==> src/rtl/sigmoid_pkg.sv <==
// sigmoid_pkg: fixed-point constants and per-stage control type for sigmoid_pipe.
// Constants are functions of the fractional width F (1.0 == 2^F); saturation rails sit at +/-4.0.
// The mode field exists only when SIGMOID_TANH_EN is defined.
package sigmoid_pkg;

  // 1.0 in fixed point
  function automatic int sig_one(input int f);
    return 1 << f;
  endfunction

  // +4.0: at or above this the sigmoid is pinned to 1.0
  function automatic int sig_sat_pos(input int f);
    return 4 << f;
  endfunction

  // -4.0: at or below this the sigmoid is pinned to 0
  function automatic int sig_sat_neg(input int f);
    return -(4 << f);
  endfunction

  // Control that travels beside t / product through the stages
  typedef struct packed {
    logic vld;
`ifdef SIGMOID_TANH_EN
    logic mode;
`endif
    logic sat;
    logic sign;
  } sig_ctl_t;

endpackage

==> src/rtl/sigmoid_lane.sv <==
// sigmoid_lane: one channel of the piecewise-quadratic sigmoid (tanh with SIGMOID_TANH_EN).
// Latency: 3 register stages (S1 classify/t, S2 t*t, S3 final add + output register).
// Backpressure: all stages hold while i_en is low; the control owner decides when to advance.
module sigmoid_lane
  import sigmoid_pkg::*;
#(
  parameter int W = 16,
  parameter int F = W / 2
) (
  input  logic         clk,
  input  logic         rst,
  input  logic         i_en,
  input  logic         i_vld,
`ifdef SIGMOID_TANH_EN
  input  logic         i_mode,
`endif
  input  logic [W-1:0] i_x,
  output logic [W-1:0] o_y,
  output logic         o_sat
);

  localparam logic        [W-1:0]   ONE_W   = W'(sig_one(F));
  localparam logic        [2*W-1:0] ONE_2W  = (2*W)'(sig_one(F));
  localparam logic signed [W-1:0]   SAT_POS = W'(sig_sat_pos(F));
  localparam logic signed [W-1:0]   SAT_NEG = W'(sig_sat_neg(F));

  logic signed [W-1:0] w_xc;
  logic                w_sat;
  logic        [W-1:0] w_abs;
  logic        [W-1:0] w_t;
  logic      [2*W-1:0] w_sig;
  logic      [2*W-1:0] w_y;

  sig_ctl_t            r_c1;
  sig_ctl_t            r_c2;
  logic        [W-1:0] r_t;
  logic      [2*W-1:0] r_prod;

`ifdef SIGMOID_TANH_EN
  localparam logic signed [W:0] SAT_POS_X = (W+1)'(sig_sat_pos(F));
  localparam logic signed [W:0] SAT_NEG_X = (W+1)'(sig_sat_neg(F));
  logic signed [W:0] w_x2;
  assign w_x2 = $signed({i_x, 1'b0});

  // tanh feeds the core with 2x, clamped to the rails so it cannot wrap
  always_comb begin
    w_xc = $signed(i_x);
    if (i_mode) begin
      if (w_x2 > SAT_POS_X)      w_xc = SAT_POS;
      else if (w_x2 < SAT_NEG_X) w_xc = SAT_NEG;
      else                       w_xc = w_x2[W-1:0];
    end
  end
`else
  assign w_xc = $signed(i_x);
`endif

  // Rails are tested on the raw operand, so |x| below is only used when |x| < 4.0
  assign w_sat = (w_xc >= SAT_POS) || (w_xc <= SAT_NEG);
  assign w_abs = w_xc[W-1] ? ($unsigned(~w_xc) + 1'b1) : $unsigned(w_xc);
  assign w_t   = ONE_W - (w_abs >> 2);

  // Final add: rail value or 1/2*t^2 reflected by sign; tanh rescales as 2*sig - 1
  always_comb begin
    if (r_c2.sat)       w_sig = r_c2.sign ? '0 : ONE_2W;
    else if (r_c2.sign) w_sig = r_prod >> (F + 1);
    else                w_sig = ONE_2W - (r_prod >> (F + 1));
    w_y = w_sig;
`ifdef SIGMOID_TANH_EN
    if (r_c2.mode) w_y = (w_sig << 1) - ONE_2W;
`endif
  end

  // S1 control: valid, rail hit and sign of the core operand
  always_ff @(posedge clk) begin
    if (rst) begin
      r_c1 <= '0;
    end else if (i_en) begin
      r_c1.vld  <= i_vld;
      r_c1.sat  <= w_sat;
      r_c1.sign <= w_xc[W-1];
`ifdef SIGMOID_TANH_EN
      r_c1.mode <= i_mode;
`endif
    end
  end

  // S1 data: t is only loaded for real vectors; bubbles leave it stale
  always_ff @(posedge clk) begin
    if (i_en && i_vld) r_t <= w_t;
  end

  // S2 control: follows S1 on every advance, bubbles included
  always_ff @(posedge clk) begin
    if (rst)       r_c2 <= '0;
    else if (i_en) r_c2 <= r_c1;
  end

  // S2 data: full 2W-bit square of t, no truncation here
  always_ff @(posedge clk) begin
    if (i_en && r_c1.vld) r_prod <= (2*W)'(r_t) * (2*W)'(r_t);
  end

  // S3 output register: truncated to W bits only at this point
  always_ff @(posedge clk) begin
    if (rst) begin
      o_y   <= '0;
      o_sat <= 1'b0;
    end else if (i_en && r_c2.vld) begin
      o_y   <= W'(w_y);
      o_sat <= r_c2.sat;
    end
  end

endmodule

==> src/rtl/sigmoid_pipe.sv <==
// sigmoid_pipe: LANES-wide sigmoid (or tanh when SIGMOID_TANH_EN is defined) sharing one valid/ready pair.
// Latency: 3 cycles input transfer to out_valid, 1 vector per cycle.
// Backpressure: whole pipe stalls when out_valid && !out_ready; in_ready mirrors the advance enable.
module sigmoid_pipe
  import sigmoid_pkg::*;
#(
  parameter int W     = 16,
  parameter int F     = W / 2,
  parameter int LANES = 4
) (
  input  logic               clk,
  input  logic               rst,
  input  logic               in_valid,
  output logic               in_ready,
  input  logic [LANES*W-1:0] in_data,
`ifdef SIGMOID_TANH_EN
  input  logic               in_mode,
`endif
  output logic               out_valid,
  input  logic               out_ready,
  output logic [LANES*W-1:0] out_data,
  output logic [LANES-1:0]   out_sat
);

  logic       w_en;
  logic [2:0] r_vld;

  // Advance whenever the output slot is empty or being drained
  assign w_en      = !r_vld[2] || out_ready;
  assign in_ready  = w_en;
  assign out_valid = r_vld[2];

  // Stage valid bits shift together; a low in_valid becomes a bubble that is kept while stalled
  always_ff @(posedge clk) begin
    if (rst)       r_vld <= '0;
    else if (w_en) r_vld <= {r_vld[1:0], in_valid};
  end

  for (genvar g = 0; g < LANES; g++) begin : g_lane
    sigmoid_lane #(
      .W (W),
      .F (F)
    ) u_lane (
      .clk    (clk),
      .rst    (rst),
      .i_en   (w_en),
      .i_vld  (in_valid),
`ifdef SIGMOID_TANH_EN
      .i_mode (in_mode),
`endif
      .i_x    (in_data[g*W +: W]),
      .o_y    (out_data[g*W +: W]),
      .o_sat  (out_sat[g])
    );
  end

endmodule

==> config.mk <==
export PLATFORM = sky130hd
export DESIGN_NAME = sigmoid_pipe
export DESIGN_NICKNAME = d
export VERILOG_FILES = /design/src/rtl/sigmoid_pkg.sv /design/src/rtl/sigmoid_lane.sv /design/src/rtl/sigmoid_pipe.sv
export SDC_FILE = /design/constraint.sdc
export NUM_CORES = 2
export LEC_CHECK = 0
export ABC_AREA = 1
export CAP_MARGIN = 40
export CORE_MARGIN = 2
export CORE_UTILIZATION = 50
export CTS_CLUSTER_DIAMETER = 150
export DETAILED_ROUTE_END_ITERATION = 10
export PLACE_DENSITY = 0.69
export SETUP_SLACK_MARGIN = 0.2
export SYNTH_ARGS = -nofsm -noshare
export SYNTH_HDL_FRONTEND = slang
export SYNTH_SLANG_ARGS = --single-unit
==> constraint.sdc <==
create_clock -name clk -period 10.63 [get_ports clk]
set_input_delay 1.063 -clock clk [delete_from_list [all_inputs] [get_ports clk]]
set_output_delay 1.063 -clock clk [all_outputs]
set_load 0.02 [all_outputs]
==> results.md <==
* Setup Buffers After CTS at 0
* Die width at between 200 and 300 um
* Initial antenna violation count at 2
* Post-synth EDFFs at around 120
* FF+latch count, synth at ~210
* Worst-path cell chain: nand2_1, o21ai_0, inv_1, ha_1, o21bai_1, fa_1, fa_1, fa_1, fa_1, inv_1, fa_1, inv_1, ha_1, nand2_1, inv_1, nand2_1, inv_1, a21oi_1, nand3_1, a21oi_1, inv_1, nand2_1, nand2_1
* # setup viols final at 0
* 1st-pass router iterations at 5
* Die Area at 76,800 sq um
* Die Ht at 277 um
* Biggest cell delay along the critical path at slightly below 0.8 ns
* Rel. slew slack at between 40% and 50%
* Via count at around 29,000
* Worst Path Required at 10.94 ns
* Simple-gate share of the synthesized area at 19.0%
* Worst setup SP type: register
* RSZ-0062 raised after global routing: no
* Design area at just over 40,000 sq um
* Critical Path Source: g_lane[1].u_lane.r_t[1]
* Post-synthesis xor/xnor area fraction at 4.20%
* HPWL after DPL at between 70,000 and 80,000 um
* Hold Path Stages at 2
* CP Data Arrival Time at ~6.4 ns
* Num CTS Buffers at 28
* Crit path max-delay cell type: edfxtp_1
* RR Endpoint: g_lane[1].u_lane.r_prod[24]
* Setup TNS at 0 ns
* Total grt overflow at 0
* H-tree depth at 1
* Synth Warn # at 0
* Core footprint at 74,200 sq um
* NumNets Final at about 5,800
* Post-layout min period at 6.06 ns
* Async SR Flop Fraction at 0%
* Mux share of post-synthesis cell area at 0%
* Final-layout fill cell count at between 6,000 and 7,000
* Count leader, synth: inv_1
* Crit path max fanout at 19
* Clock root buffer: clkbuf_16
* Worst setup EP type: register
* Most used DFF post-synth: edfxtp_1
* Yosys top cell area share at 31.3%
* R2r startpoint: g_lane[1].u_lane.r_t[1]
* Yosys cell types at 55
* Max_cap viols at 0
* Routed vias/inst at about 5
* Cell mode on critical path: inv_1
* Main combinational cell family by area after synthesis: adder cells
* Ports at 138
* Post-synth net total at 5,688
* Most frequent cells after synthesis: inv_1, nand2_1, fa_1
* Yosys top cell by area: fa_1
* Antenna viol nets, final at 0
* Crit path capture: g_lane[1].u_lane.r_prod[24]
* Compound-Gate Fraction of Synth Area at under 10%
* Final GP Congestion at slightly above 0.9
* Remaining DRCs at 0
* Synth Instances at roughly 4,700
* Max Fclk at between 150 and 200 MHz
* PortBufs at roughly 140
* Syn_area_per_cell at ~7.9 sq um
* Maximum root-to-sink buffer count at 3
* Starting Density at approximately 50%
* DR WL/cell at 14.6 um
* Slew of the pin with the lowest slew margin at roughly 0.86 ns
* WS Path Type: reg -> reg
* CTS tree: done
* Fin. max-slew vios at 0
* Synthesized area at between 30,000 and 40,000 sq um
* Sequential fraction of the synthesis area at between 10% and 20%
* Hold Fails Final Rpt at 0
* Iter 0 DRT Violations at around 1,400
* Outcome: finished clean
* Clk_lat worst skew at slightly below 0.6 ns
* Setup Skew at 0.0444 ns
* Period utilisation layout at ~57%
* Hold Crit Class: reg -> reg
* Clock Sinks at approximately 210
* Vias in the first global route at 30,200
* Post-CTS Resized at 0
* Tot GR Track Use at between 20% and 30%
* Synth Area in Adders at a little over two fifths
* # rows at 100
* Placed inst area at 39,500 sq um
* Area Growth Syn to Fin at 8.52%
* R2R setup slack at 4.57 ns
* Final WL at approximately 85,000 um
* Dominant cells by area after synthesis: fa_1, inv_1, ha_1
* Share of layout cells above drive strength 1 at between 3 and 4%
* Post-cts hold buffer count at 0
* Clk slew on worst S/H paths at around 0.060 ns
* Largest net degree at the start of global routing at 49
* Worst Reg-to-Reg Cells at 23
* First-pass GRT wire length at 144,000 um
stage by stage:
stage | hold slack [ns] | cells | utilization, % | setup WS, ns
finish | 0.464 | 5780 | 54.5 | 4.57
global route | 0.478 | 5779 | 54.5 | 4.18
CTS | 0.465 | 5779 | 54.5 | 4.60
detailed placement | 0.455 | 5728 | 53.2 | 4.61
global placement | 0.453 | 5723 | 53.1 | 4.72
floorplan | 0.442 | 4722 | - | 5.03
cells by family after synthesis:
logic type / Yosys count
xor gates and xnor gates: 177
adders and majority gates: 898
AOI/OAI and AO/OA: 381
buffers and inverters: 1426
DFF: 211
and+or+nand+nor: 1629
worst min path at each step:
stage                                         from                        to  slack, ns
final                      g_lane[2].u_lane.o_y[3]   g_lane[2].u_lane.o_y[3]       0.46
after global routing       g_lane[3].u_lane.o_y[4]   g_lane[3].u_lane.o_y[4]       0.48
after CTS                  g_lane[2].u_lane.o_y[2]   g_lane[2].u_lane.o_y[2]       0.47
after detailed placement   g_lane[2].u_lane.o_y[2]   g_lane[2].u_lane.o_y[2]       0.46
after global placement     g_lane[0].u_lane.o_y[4]   g_lane[0].u_lane.o_y[4]       0.45
after floorplan           g_lane[0].u_lane.r_c1[1]  g_lane[0].u_lane.r_c1[1]       0.44
worst max-delay path, delay by kind of cell, from the launching register on:
kind            cells  cell delay, ns
compound gates      4            0.75
fa+ha+maj           7            3.11
buf+inv             6            0.32
flops               1            0.79
simple gates        6            0.83
sequential cells by signal (all words and copies together) (netlist names):
register              count
g_lane.u_lane.o_sat       4
g_lane.u_lane.o_y        64
g_lane.u_lane.r_c1        8
g_lane.u_lane.r_c2        8
g_lane.u_lane.r_prod     64
g_lane.u_lane.r_t        60
r_vld                     3
metal layers:
metal,share of wire (%),track usage (%)
met1,45,29.8
met2,48,39.9
met4,2.4,5.30
met5,0.014,0
met3,4.6,3.21
cell type report:
cell class	instances	area (sq um)	share of cell area (%)
multi-input cells	3085	26400	65.2
diodes	1	2.50	0.00618
flip-flops and latches	211	5470	13.5
clock buffers	33	793	1.96
repair buffers	148	1480	3.67
inverters	1315	4940	12.2
well taps	969	1210	3.00
clock inverters	18	176	0.436
cells in the final DEF, fill, tap and decap left out, types with 13 or more instances in the layout:
cell type / n
inv_2: 16
clkbuf_16: 31
nand2_1: 1026
nor2_2: 17
nand3_1: 222
fa_1: 583
xnor2_1: 50
nor4_1: 14
edfxtp_1: 124
nand4_1: 41
clkdlybuf4s50_1: 136
nand3b_1: 13
inv_1: 1296
nor3_1: 34
xor2_1: 125
ha_1: 315
o21ai_0: 104
a21oi_1: 177
nand2_2: 35
o21ai_1: 13
dfxtp_1: 87
o21bai_1: 28
a21o_1: 19
nor2_1: 174
Power is not shown: default switching activity piles up to over one toggle a cycle in this logic, so the estimate is an artifact.
